$ cat src/rtl/mux_seq_pkg.sv
// Shared types and constants for the mux frame sequencer.
// States, widths and select-order helpers.
package mux_seq_pkg;

  localparam int SEL_W  = 3;
  localparam int DATA_W = 8;

  typedef enum logic [1:0] {
    IDLE   = 2'd0,
    SHIFT  = 2'd1,
    PARITY = 2'd2
  } state_e;

  function automatic logic [SEL_W-1:0] sel_first(
    input bit msb
  );
    return msb ? 3'd7 : 3'd0;
  endfunction

  function automatic logic [SEL_W-1:0] sel_last(
    input bit msb
  );
    return msb ? 3'd0 : 3'd7;
  endfunction

endpackage

$ cat src/rtl/mux_seq_divider.sv
// Bit-period counter for the mux frame sequencer.
// Pulses tc_o on the last clock of each bit period.
module mux_seq_divider #(
  parameter int BIT_CYCLES = 1
) (
  input  logic clk,
  input  logic rst,
  input  logic clr_i,
  input  logic en_i,
  output logic tc_o
);

  localparam int W =
    (BIT_CYCLES > 1) ? $clog2(BIT_CYCLES) : 1;
  localparam logic [W-1:0] TC_V = W'(BIT_CYCLES - 1);

  logic [W-1:0] cnt_q, cnt_d;

  assign tc_o = en_i && (cnt_q == TC_V);

  // Next count: wrap at terminal count, hold at 0 when cleared.
  always_comb begin
    cnt_d = cnt_q;
    if (clr_i)
      cnt_d = '0;
    else if (en_i)
      cnt_d = tc_o ? '0 : cnt_q + 1'b1;
  end

  // Count register.
  always_ff @(posedge clk) begin
    if (rst)
      cnt_q <= '0;
    else
      cnt_q <= cnt_d;
  end

endmodule

$ cat src/rtl/mux_frame_sequencer.sv
// Serialises bytes through an external 8:1 mux by stepping its select.
// Optional parity slot when MUX_FRAME_PARITY_EN is defined.
module mux_frame_sequencer
  import mux_seq_pkg::*;
#(
  parameter int BIT_CYCLES = 1,
  parameter bit MSB_FIRST  = 1'b0
) (
  input  logic              clk,
  input  logic              rst,
  input  logic [DATA_W-1:0] s_data,
  input  logic              s_valid,
  output logic              s_ready,
  output logic [DATA_W-1:0] mux_in,
  output logic [SEL_W-1:0]  mux_sel,
  input  logic              mux_y,
  output logic              bit_out,
  output logic              bit_valid,
  output logic              bit_last,
  output logic              busy
);

  localparam logic [SEL_W-1:0] FIRST_V =
    sel_first(MSB_FIRST);
  localparam logic [SEL_W-1:0] LAST_V =
    sel_last(MSB_FIRST);

  state_e            state_q, state_d;
  logic [DATA_W-1:0] data_q, data_d;
  logic [SEL_W-1:0]  sel_q, sel_d;
  logic              bit_q, bit_d;
  logic              vld_q, vld_d;
  logic              last_q, last_d;
  logic              tc;
  logic              accept;
  logic              last_slot;

  mux_seq_divider #(
    .BIT_CYCLES(BIT_CYCLES)
  ) u_div (
    .clk  (clk),
    .rst  (rst),
    .clr_i(state_q == IDLE),
    .en_i (state_q != IDLE),
    .tc_o (tc)
  );

  assign mux_in    = data_q;
  assign mux_sel   = sel_q;
  assign bit_out   = bit_q;
  assign bit_valid = vld_q;
  assign bit_last  = last_q;
  assign busy      = (state_q != IDLE);
  assign last_slot = (sel_q == LAST_V);

  // Next state, slot sampling and handshake.
  always_comb begin
    state_d = state_q;
    data_d  = data_q;
    sel_d   = sel_q;
    bit_d   = bit_q;
    vld_d   = 1'b0;
    last_d  = 1'b0;
    s_ready = 1'b0;
    unique case (state_q)
      IDLE: s_ready = 1'b1;
      SHIFT: begin
        if (tc) begin
          bit_d = mux_y;
          vld_d = 1'b1;
          if (last_slot) begin
`ifdef MUX_FRAME_PARITY_EN
            state_d = PARITY;
`else
            last_d  = 1'b1;
            s_ready = 1'b1;
            state_d = IDLE;
`endif
          end else begin
            sel_d = MSB_FIRST ? sel_q - 1'b1
                              : sel_q + 1'b1;
          end
        end
      end
`ifdef MUX_FRAME_PARITY_EN
      PARITY: begin
        if (tc) begin
          bit_d   = ^data_q;
          vld_d   = 1'b1;
          last_d  = 1'b1;
          s_ready = 1'b1;
          state_d = IDLE;
        end
      end
`endif
      default: state_d = IDLE;
    endcase
    accept = s_valid && s_ready;
    if (accept) begin
      data_d  = s_data;
      sel_d   = FIRST_V;
      state_d = SHIFT;
    end
  end

  // State and output registers.
  always_ff @(posedge clk) begin
    if (rst) begin
      state_q <= IDLE;
      data_q  <= '0;
      sel_q   <= '0;
      bit_q   <= 1'b0;
      vld_q   <= 1'b0;
      last_q  <= 1'b0;
    end else begin
      state_q <= state_d;
      data_q  <= data_d;
      sel_q   <= sel_d;
      bit_q   <= bit_d;
      vld_q   <= vld_d;
      last_q  <= last_d;
    end
  end

endmodule

$ cat config.mk
export PLATFORM = sky130hd
export DESIGN_NAME = mux_frame_sequencer
export DESIGN_NICKNAME = d
export VERILOG_FILES = /design/src/rtl/mux_seq_pkg.sv /design/src/rtl/mux_seq_divider.sv /design/src/rtl/mux_frame_sequencer.sv
export SDC_FILE = /design/constraint.sdc
export NUM_CORES = 1
export LEC_CHECK = 0
export ABC_AREA = 0
export BUFFER_PORTS_ARGS = -buffer_cell sky130_fd_sc_hd__buf_2
export CAP_MARGIN = 30
export CORE_UTILIZATION = 49
export CTS_CLUSTER_SIZE = 16
export DETAILED_ROUTE_END_ITERATION = 16
export GPL_ROUTABILITY_DRIVEN = 0
export MAX_ROUTING_LAYER = met4
export PLACE_DENSITY = 0.84
export SLEW_MARGIN = 10
export SYNTH_ARGS = -nofsm -noshare
export SYNTH_HDL_FRONTEND = slang
export SYNTH_SLANG_ARGS = --single-unit
$ cat constraint.sdc
create_clock -name clk -period 2.7 [get_ports clk]
set_input_delay 0.54 -clock clk [delete_from_list [all_inputs] [get_ports clk]]
set_output_delay 0.54 -clock clk [all_outputs]
set_load 0.1 [all_outputs]
After elaboration in Yosys (flattened, before gate mapping):

Cells that the tools add are included.

* flip-flop bits (word level): 17
* output and inout port bits: 16
* bits of input ports: 12

* add/subtract/negate cells: 2
* bitwise logic cells: 4
* reductions and logical operators: 11
* muxes and demuxes: 9
* eq/ne operators: 7

Operator list (number)
* $reduce_and A3 Y1: 3
* $reduce_or A2 Y1: 3
* $mux W1: 5
* $mux W2: 2
* $ne A2 B2 Y1 const B: 2
* $not A1 Y1: 4
* $pmux W2 S2: 1
* $add A3 B1 Y3 const B: 1
* $eq A3 B3 Y1 const B: 1
* $ne A3 B2 Y1 const B: 1
* $ne A3 B3 Y1 const B: 1
* $eq A2 B1 Y1 const B: 1
* $logic_and A1 B1 Y1: 2
* $logic_not A2 Y1: 1
* $ne A2 B1 Y1 const B: 1
* $pmux W1 S2: 1
* $reduce_and A2 Y1: 1
* $reduce_bool A2 Y1: 1
* $add A1 B1 Y1 const B: 1

Depth between registers and ports, before layout:

Gate-level depths: netlist (run 1).

* word-level depth: 7
* mapped depth: 6

Cells and area by module:

A second synthesis (run 1) with hierarchy kept.

* cell total of the unflattened synthesis: 66
* area, all modules: 703.2 um^2

Modules (own cells, without submodules)
* mux_frame_sequencer: area each 661.9 um^2, cells each 63, sequential area each 300.3 um^2, instances 1
* mux_seq_divider: area each 41.3 um^2, cells each 3, sequential area each 20.0 um^2, instances 1

Worst setup path after synthesis (run 1):

OpenSTA, ideal clock, no wires.

* path type: register to output
* from: reg sel_q[0], in the netlist mux_sel[0]
* to: out s_ready
* path buffers: 0
* arrival: 2.239 ns
* slack: -0.079 ns
* cell stages (with the launch flop): 5
* required time: 2.160 ns
* cells stage by stage: dfxtp_1 ha_1 ha_1 nand2b_2 nand2_1

* longest elaborated chain between the ends: 4

RTL lines
* start, declared: RTL line mux_frame_sequencer.sv:30 `logic [SEL_W-1:0] sel_q, sel_d;`
* start signal, assigned: RTL line mux_frame_sequencer.sv:118 `sel_q <= sel_d;`
* $eq A3 B3 Y1: RTL line mux_frame_sequencer.sv:54 `assign last_slot = (sel_q == LAST_V);`
* $mux W1: RTL line mux_frame_sequencer.sv:71 `if (last_slot) begin`
* $mux W1: RTL line mux_frame_sequencer.sv:68 `if (tc) begin`
* $pmux W1 S2: RTL line mux_frame_sequencer.sv:65 `unique case (state_q)`
* end, declared: RTL line mux_frame_sequencer.sv:13 `output logic s_ready,`

Every way passes these cells.

Final worst setup path (run 1):

Ends and elaborated chain as after synthesis.

==> impl_metrics.env, run 1 <==
export IMPL_setup_viol_count_final=0
export IMPL_crit_top_cell="ha_1"
export IMPL_combPwrFrac_pct=27.2
export IMPL_final_cells=105
export IMPL_grt_usage_pct=16.0
export IMPL_p_leak_nw=0.415
export IMPL_crit_chain="ha_1 > ha_1 > nand2b_2 > nand2_1 > buf_2"
export IMPL_synth_nets=77
export IMPL_crit_required_ns=2.16
export IMPL_start_util_pct=53.4
export IMPL_status="completed"
export IMPL_switching_share_pct=35.3
export IMPL_finalNetCount=106
export IMPL_netlist_instances=63
export IMPL_grt_pass1_vias=401
export IMPL_intPower_w=0.000331
export IMPL_root_buffer="clkbuf_4"
export IMPL_clkPwrFrac_pct=22.9
export IMPL_route_detailed_drc=0
export IMPL_clock_skew_final_ns=0.00322
export IMPL_min_path_cells=2
export IMPL_drv_cap=0
export IMPL_io_pins=28
export IMPL_synth_cell_area_sq_um=703
export IMPL_hold_class="register to register"
export IMPL_grt_ovfl_total=0
export IMPL_pwr_share_seq_pct=49.9
export IMPL_die_h_um=39.9
export IMPL_cts_inserted_buffers=3
export IMPL_cpPeakStageDelay_ns=0.42
export IMPL_power_per_cell_area_nw_per_um2=598
export IMPL_core_area_sq_um=1320
export IMPL_crit_fanout=3
export IMPL_finalHoldWorstSlack_ns=0.473
export IMPL_hold_buffers=0
export IMPL_path_delay_family="buffers and inverters"
export IMPL_crit_type="register to output port"
export IMPL_cts_setup_buffers=0
export IMPL_fmax_ghz=0.463
export IMPL_finalSetupTns_ns=0
export IMPL_cp_slowest_cell="buf_2"
export IMPL_drt_pass1_iterations=4
export IMPL_finalMaxSlewViolations=0
export IMPL_rsz0062_at_grt="false"
export IMPL_cts_tree="done"
export IMPL_clock_latency_ns=0.27
export IMPL_grt_max_degree=23
export IMPL_dieArea_sq_um=1590
export IMPL_place_inst=102
export IMPL_clock_sinks=16
export IMPL_antenna_found_initial=0
export IMPL_critical_path_buf_inv_count=1
export IMPL_critPathLaunchType="register"
export IMPL_peakVddDrop_mv=0.351
export IMPL_seq_area_frac_synth_pct=45.6
export IMPL_fill_cells=124
export IMPL_grt_pass1_wl_um=1570
export IMPL_crit_cells=5
export IMPL_viasPerCell=4.71
export IMPL_cts_htree_levels=1
export IMPL_crit_arrival_ns=1.62
export IMPL_post_route_period_util_pct=80.0
export IMPL_cts_resized=0
export IMPL_fin_crit_ns=2.16
export IMPL_ys_ff_latch=16
export IMPL_dp_hpwl_um=749
export IMPL_rows=13
export IMPL_clk_path_buf_depth=2
export IMPL_reg2regPathDepth=5
export IMPL_end_kind="output port"
export IMPL_antenna_cells=0
export IMPL_vias=495
export IMPL_fp_dieW_um=39.9
export IMPL_path_clk_slew_ns=0.08
export IMPL_drt_iter0_drc=3
export IMPL_drt_total_wl_um=1030
export IMPL_layout_drive_gt1_share_pct=42.2
export IMPL_io_buffer_count=27
export IMPL_switchingPower_w=0.000181
export IMPL_syn_avg_cell_area_sq_um=11.2
export IMPL_yosys_warnings=0
export IMPL_routedWlPerCell_um=9.85
export IMPL_antenna_left=0
export IMPL_finalHoldViolCount=0
export IMPL_synthDistinctLibCells=17
export IMPL_syn_to_final_growth_pct=21.7
cell families (layout without fill, tap and decap cells):
kind of cell | Yosys count | in the layout | share of synthesized area, %
and+or+nand+nor | 27 | 27 | 26.3
DFF | 16 | 16 | 45.6
muxes | 11 | 11 | 15.7
buffers and inverters | 3 | 30 | 3.74
adders and majority gates | 2 | 2 | 3.56
AOI/OAI and AO/OA | 2 | 2 | 3.38
other | 1 | 1 | 0.533
xor gates and xnor gates | 1 | 1 | 1.25
state kept, by name, summed over array words and instances, names as in the netlist:
name	cells
state_q	1
mux_sel	3
u_div.cnt_q	1
mux_in	8
bit_out	1
bit_valid	1
bit_last	1
cell usage after synthesis (all sizes together):
cell | number | area, sq um
nand2b | 18 | 115
dfxtp | 16 | 320
mux2i | 11 | 110
nor2 | 3 | 11.3
nor3 | 3 | 30.0
buf | 2 | 22.5
ha | 2 | 25.0
a21boi | 1 | 18.8
a21oi | 1 | 5.00
and2 | 1 | 6.26
clkbuf | 1 | 3.75
conb | 1 | 3.75
nand2 | 1 | 3.75
nor3b | 1 | 18.8
xnor2 | 1 | 8.76
routing by layer:
metal	global-route usage, %	wire length (um)	up-vias
li1	-	-	260
met2	22.6	456	21
met4	12.9	31	0
met1	18.3	486	210
met5	-	0	-
met3	5.11	59	4
stage by stage:
| step | setup WS [ns] | power, W | utilization (%) | cell area (sq um) |
|---|---|---|---|---|
| 2_1_floorplan | 0.0673 | 0.000381 | - | 706 |
| 3_5_place_dp | 0.824 | 0.000400 | 63.2 | 833 |
| 5_1_grt | 0.451 | 0.000535 | 65.0 | 856 |
| 6_report | 0.539 | 0.000512 | 65.0 | 856 |
| 3_3_place_gp | 0.868 | 0.000399 | 63.2 | 833 |
| 4_1_cts | 0.521 | 0.000515 | 65.0 | 856 |
final timing paths:
path / from / endpoint / slack (ns)
worst min register to register: mux_in[6] / mux_in[6] / 0.47
worst min-delay path: mux_in[6] / mux_in[6] / 0.47
worst max-delay path: mux_sel[0] / s_ready / 0.54
worst max register to register: mux_sel[0] / mux_in[0] / 1.11
placed cells by master (no fill, tap or decap):
cell type and n:
buf_2 27, nand2b_1 17, dfxtp_1 14, mux2i_1 11, nor3_2 3, nor2_1 3, clkbuf_4 3, ha_1 2
dfxtp_2 2, nand2b_2 1, nand2_1 1, a21boi_4 1, nor3b_4 1, a21oi_1 1, xnor2_1 1, and2_1 1
conb_1 1
power by group through the flow:
| stage | sequential [W] | clock (W) | combinational, W |
|---|---|---|---|
| 2_1_floorplan | 0.000337 | 0 | 0.0000439 |
| 3_3_place_gp | 0.000260 | 0 | 0.000139 |
| 3_5_place_dp | 0.000260 | 0 | 0.000139 |
| 4_1_cts | 0.000255 | 0.000120 | 0.000140 |
| 5_1_grt | 0.000257 | 0.000133 | 0.000145 |
| 6_report | 0.000255 | 0.000117 | 0.000139 |
worst reg2reg max path: stages, from the launching register on:
cell and delay, ns:
dfxtp_2 0.35, ha_1 0.15, ha_1 0.23, nand2b_2 0.12, a21boi_4 0.43, mux2i_1 0.24
area by class of cell:
class	instances	area, sq um	share of cell area (%)
multi-input cells	44	357	41.7
well taps	15	18.8	2.19
repair buffers	27	135	15.8
flip-flops and latches	16	323	37.7
clock buffers	3	22.5	2.63
No activity file was read; power rests on OpenSTA's default activity.
==> run 2, diff against run 1 <==
- CORE_UTILIZATION: 49 -> 45
- PLACE_DENSITY: 0.84 -> 0.78
- clock period: 2.7 -> 2.1 ns (I/O delays scaled with it)
==> impl_metrics.env, run 2 (synthesized netlist as in run 1, its figures left out) <==
export IMPL_status="completed"
export IMPL_cpPeakStageDelay_ns=0.36
export IMPL_io_pins=28
export IMPL_clock_sinks=16
export IMPL_grt_max_degree=23
export IMPL_clk_path_buf_depth=2
export IMPL_setup_viol_count_final=0
export IMPL_cts_setup_buffers=0
export IMPL_end_kind="output port"
export IMPL_hold_class="input pin to register"
export IMPL_antenna_found_initial=0
export IMPL_cts_tree="done"
export IMPL_multi_input_area_sq_um=359
export IMPL_grt_pass1_vias=472
export IMPL_gr_usage_met3_pct=2.61
export IMPL_clock_latency_ns=0.29
export IMPL_grt_ovfl_total=0
export IMPL_finalHoldViolCount=0
export IMPL_grt_pass1_wl_um=1930
export IMPL_crit_required_ns=1.68
export IMPL_ff_latch_area_sq_um=324
export IMPL_antenna_cells=0
export IMPL_fp_dieW_um=41.5
export IMPL_cts_resized=0
export IMPL_largest_reg_flops=8
export IMPL_p_leak_nw=0.424
export IMPL_cts_htree_levels=1
export IMPL_grt_busiest_layer="met2"
export IMPL_hold_buffers=0
export IMPL_io_buffer_count=27
export IMPL_viasPerCell=4.67
export IMPL_finalNetCount=106
export IMPL_drt_iter0_drc=5
export IMPL_root_buffer="clkbuf_4"
export IMPL_crit_top_cell="ha_1"
export IMPL_drt_pass1_iterations=3
export IMPL_cts_inserted_buffers=3
export IMPL_path_clk_slew_ns=0.09
export IMPL_crit_arrival_ns=1.56
export IMPL_vias=495
export IMPL_met2_usage_pct=24.4
export IMPL_critPathLaunchType="register"
export IMPL_met1_usage_pct=17.3
export IMPL_crit_fanout=3
export IMPL_die_h_um=41.5
export IMPL_syn_to_final_growth_pct=24.6
export IMPL_mostFrequentLayoutCells="buf_2 (26), nand2b_1 (17), dfxtp_1 (13)"
export IMPL_post_route_period_util_pct=94.4
export IMPL_antenna_left=0
export IMPL_clock_skew_final_ns=0.00222
export IMPL_crit_type="register to output port"
export IMPL_fill_cells=111
export IMPL_grt_usage_pct=14.9
export IMPL_layout_drive_gt1_share_pct=45.1
export IMPL_peakVddDrop_mv=0.369
export IMPL_p_total_w=0.000711
export IMPL_dp_hpwl_um=806
export IMPL_drv_cap=0
export IMPL_power_per_cell_area_nw_per_um2=812
export IMPL_layout_commonest_cell="buf_2"
export IMPL_finalMaxSlewViolations=0
export IMPL_fin_crit_ns=1.98
export IMPL_rows=13
export IMPL_start_util_pct=50.9
export IMPL_core_area_sq_um=1380
export IMPL_drt_total_wl_um=1140
export IMPL_routedWlPerCell_um=10.7
export IMPL_cp_slowest_cell="dfxtp_2"
export IMPL_dieArea_sq_um=1720
export IMPL_rsz0062_at_grt="false"
export IMPL_crit_chain="ha_1 > ha_1 > nand2b_2 > nand2_2 > clkbuf_4"
export IMPL_fmax_ghz=0.505
export IMPL_finalSetupTns_ns=0
export IMPL_route_detailed_drc=0
## run 2: metrics by stage
stage | instance area (sq um) | worst slack (ns) | utilization [%] | hold WS [ns] | cells
6_report | 876 | 0.118 | 63.3 | 0.364 | 106
5_1_grt | 876 | 0.0282 | 63.3 | 0.379 | 106
4_1_cts | 873 | 0.00737 | 63.2 | 0.366 | 106
3_5_place_dp | 837 | 0.333 | 60.5 | 0.461 | 102
3_3_place_gp | 837 | 0.388 | 60.5 | 0.457 | 102
2_1_floorplan | 709 | 0.00675 | - | 0.537 | 63
## run 2: final timing paths
kind	start	endpoint	slack, ns	cells after the start
worst max-delay path	mux_sel[0]	s_ready	0.12	5
worst min-delay path	mux_y	bit_out	0.36	3
worst max register to register	mux_sel[0]	mux_in[3]	0.47	5
worst min register to register	mux_in[4]	mux_in[4]	0.48	2
## run 2: report_power, final
group | switching [W] | total, W | internal, W
clock network | 0.0000970 | 0.000203 | 0.000106
logic | 0.000138 | 0.000180 | 0.0000416
registers | 0.0000103 | 0.000328 | 0.000318
## run 2: area by class of cell
| class | instances | share of cell area, % |
|---|---|---|
| sequential | 16 | 37.0 |
| timing repair buffer | 27 | 15.7 |
| tap | 15 | 2.14 |
| multi-input combinational | 44 | 41.0 |
| clock buffer | 4 | 4.14 |
## run 2: critical path, delay by kind of cell (launching register included)
family	cells	cell delay, ns
fa+ha+maj	2	0.40
buf+inv	1	0.32
flops	1	0.36
simple gates	2	0.21
## run 2: routing by layer
metal	vias up	wire [um]	share of wire, %
met3	5	54	4.8
met1	205	551	49
met5	-	0	0
li1	264	-	-
met2	21	504	44
met4	0	25	2.2
==> run 3, diff against run 2 <==
- BUFFER_PORTS_ARGS: -buffer_cell sky130_fd_sc_hd__buf_2 -> default
- CAP_MARGIN: 30 -> 20
- CORE_AREA: default -> 2 2 39 41
- CORE_UTILIZATION: 45 -> default
- DIE_AREA: default -> 0 0 41 43
- DONT_BUFFER_PORTS: default -> 1
- PLACE_DENSITY: 0.78 -> 0.71
==> impl_metrics.env, run 3 (synthesized netlist as in run 1, its figures left out) <==
export IMPL_place_inst=92
export IMPL_layout_commonest_cell="nand2b_1"
export IMPL_crit_fanout=3
export IMPL_drv_cap=0
export IMPL_path_clk_slew_ns=0.09
export IMPL_root_buffer="clkbuf_4"
export IMPL_clock_skew_final_ns=0.00183
export IMPL_clk_path_buf_depth=2
export IMPL_cts_resized=0
export IMPL_crit_type="register to output port"
export IMPL_routedWlPerCell_um=11.0
export IMPL_core_area_sq_um=1380
export IMPL_cts_inserted_buffers=3
export IMPL_io_pins=28
export IMPL_drt_pass1_iterations=4
export IMPL_drt_total_wl_um=1050
export IMPL_hold_class="input pin to register"
export IMPL_final_util_pct=62.1
export IMPL_hold_buffers=0
export IMPL_fin_crit_ns=1.88
export IMPL_p_leak_nw=0.382
export IMPL_antenna_found_initial=0
export IMPL_mostFrequentLayoutCells="nand2b_1 (17), buf_4 (16), dfxtp_1 (13)"
export IMPL_clock_sinks=16
export IMPL_fmax_ghz=0.532
export IMPL_status="completed"
export IMPL_finalMaxSlewViolations=0
export IMPL_syn_to_final_growth_pct=22.2
export IMPL_layout_drive_gt1_share_pct=37.5
export IMPL_power_per_cell_area_nw_per_um2=812
export IMPL_peakVddDrop_mv=0.485
export IMPL_largest_reg_flops=8
export IMPL_final_cells=96
export IMPL_drt_iter0_drc=3
export IMPL_rsz0062_at_grt="false"
export IMPL_hp_start="rst"
export IMPL_die_h_um=43
export IMPL_route_detailed_drc=0
export IMPL_grt_ovfl_total=0
export IMPL_grt_pass1_wl_um=1630
export IMPL_finalHoldViolCount=0
export IMPL_end_kind="output port"
export IMPL_viasPerCell=4.89
export IMPL_multi_input_area_sq_um=359
export IMPL_antenna_left=0
export IMPL_finalSetupTns_ns=0
export IMPL_rows=14
export IMPL_antenna_cells=0
export IMPL_ff_latch_area_sq_um=324
export IMPL_io_buffer_count=0
export IMPL_crit_arrival_ns=1.46
export IMPL_grt_pass1_vias=414
export IMPL_cp_startpoint="mux_sel[0]"
export IMPL_vias=469
export IMPL_dp_hpwl_um=822
export IMPL_critPathLaunchType="register"
export IMPL_grt_max_degree=23
export IMPL_grt_usage_pct=13.9
export IMPL_finalNetCount=95
export IMPL_cts_tree="done"
export IMPL_cts_htree_levels=1
export IMPL_clock_latency_ns=0.28
export IMPL_crit_required_ns=1.68
export IMPL_setup_viol_count_final=0
export IMPL_post_route_period_util_pct=89.4
export IMPL_start_util_pct=50.8
export IMPL_dieArea_sq_um=1760
export IMPL_fill_cells=123
export IMPL_r2r_start="mux_sel[0]"
export IMPL_fp_dieW_um=41
export IMPL_cts_setup_buffers=0
## run 3: changes by cell type in the layout (fill, tap and decap cells not counted), sizes merged
cell    before  now
buf         26   16
clkbuf       5    4
## run 3: worst paths after layout
path / endpoint / slack, ns / depth (start not counted)
worst max-delay path: s_ready / 0.22 / 5
worst min-delay path: mux_sel[1] / 0.19 / 1
worst max register to register: mux_in[6] / 0.55 / 5
worst min register to register: mux_in[3] / 0.49 / 2
## run 3: worst max-delay path, stage by stage, from the launching register on
cell and delay, ns:
dfxtp_2 0.33, ha_1 0.14, ha_1 0.23, nand2b_2 0.12
nand2_2 0.08, buf_4 0.28
## run 3: power by group
| group | switching (W) | internal [W] |
|---|---|---|
| sequential | 0.00000585 | 0.000318 |
| clock | 0.0000903 | 0.000105 |
| combinational | 0.000135 | 0.0000431 |
| total | 0.000231 | 0.000466 |
## run 3: through the flow
step	total power, W	worst slack (ns)	cell area, sq um	hold WS, ns
final	0.000698	0.222	860	0.193
after global routing	0.000725	0.139	860	0.176
after CTS	0.000708	0.191	860	0.179
after detailed placement	0.000511	0.505	823	0.477
after global placement	0.000509	0.535	823	0.461
after floorplan	0.000490	0.00675	709	0.537
## run 3: area by class of cell
class,count,share of cell area [%]
multi-input cells,44,41.8
flip-flops and latches,16,37.7
clock buffers,4,4.22
repair buffers,16,14.0
well taps,16,2.33
## run 3: layer usage
layer / track usage, % / wire length (um)
met1: 15.9 / 436
met2: 21.3 / 537
met3: 4.71 / 72
met4: 6.00 / 6
met5: - / 0
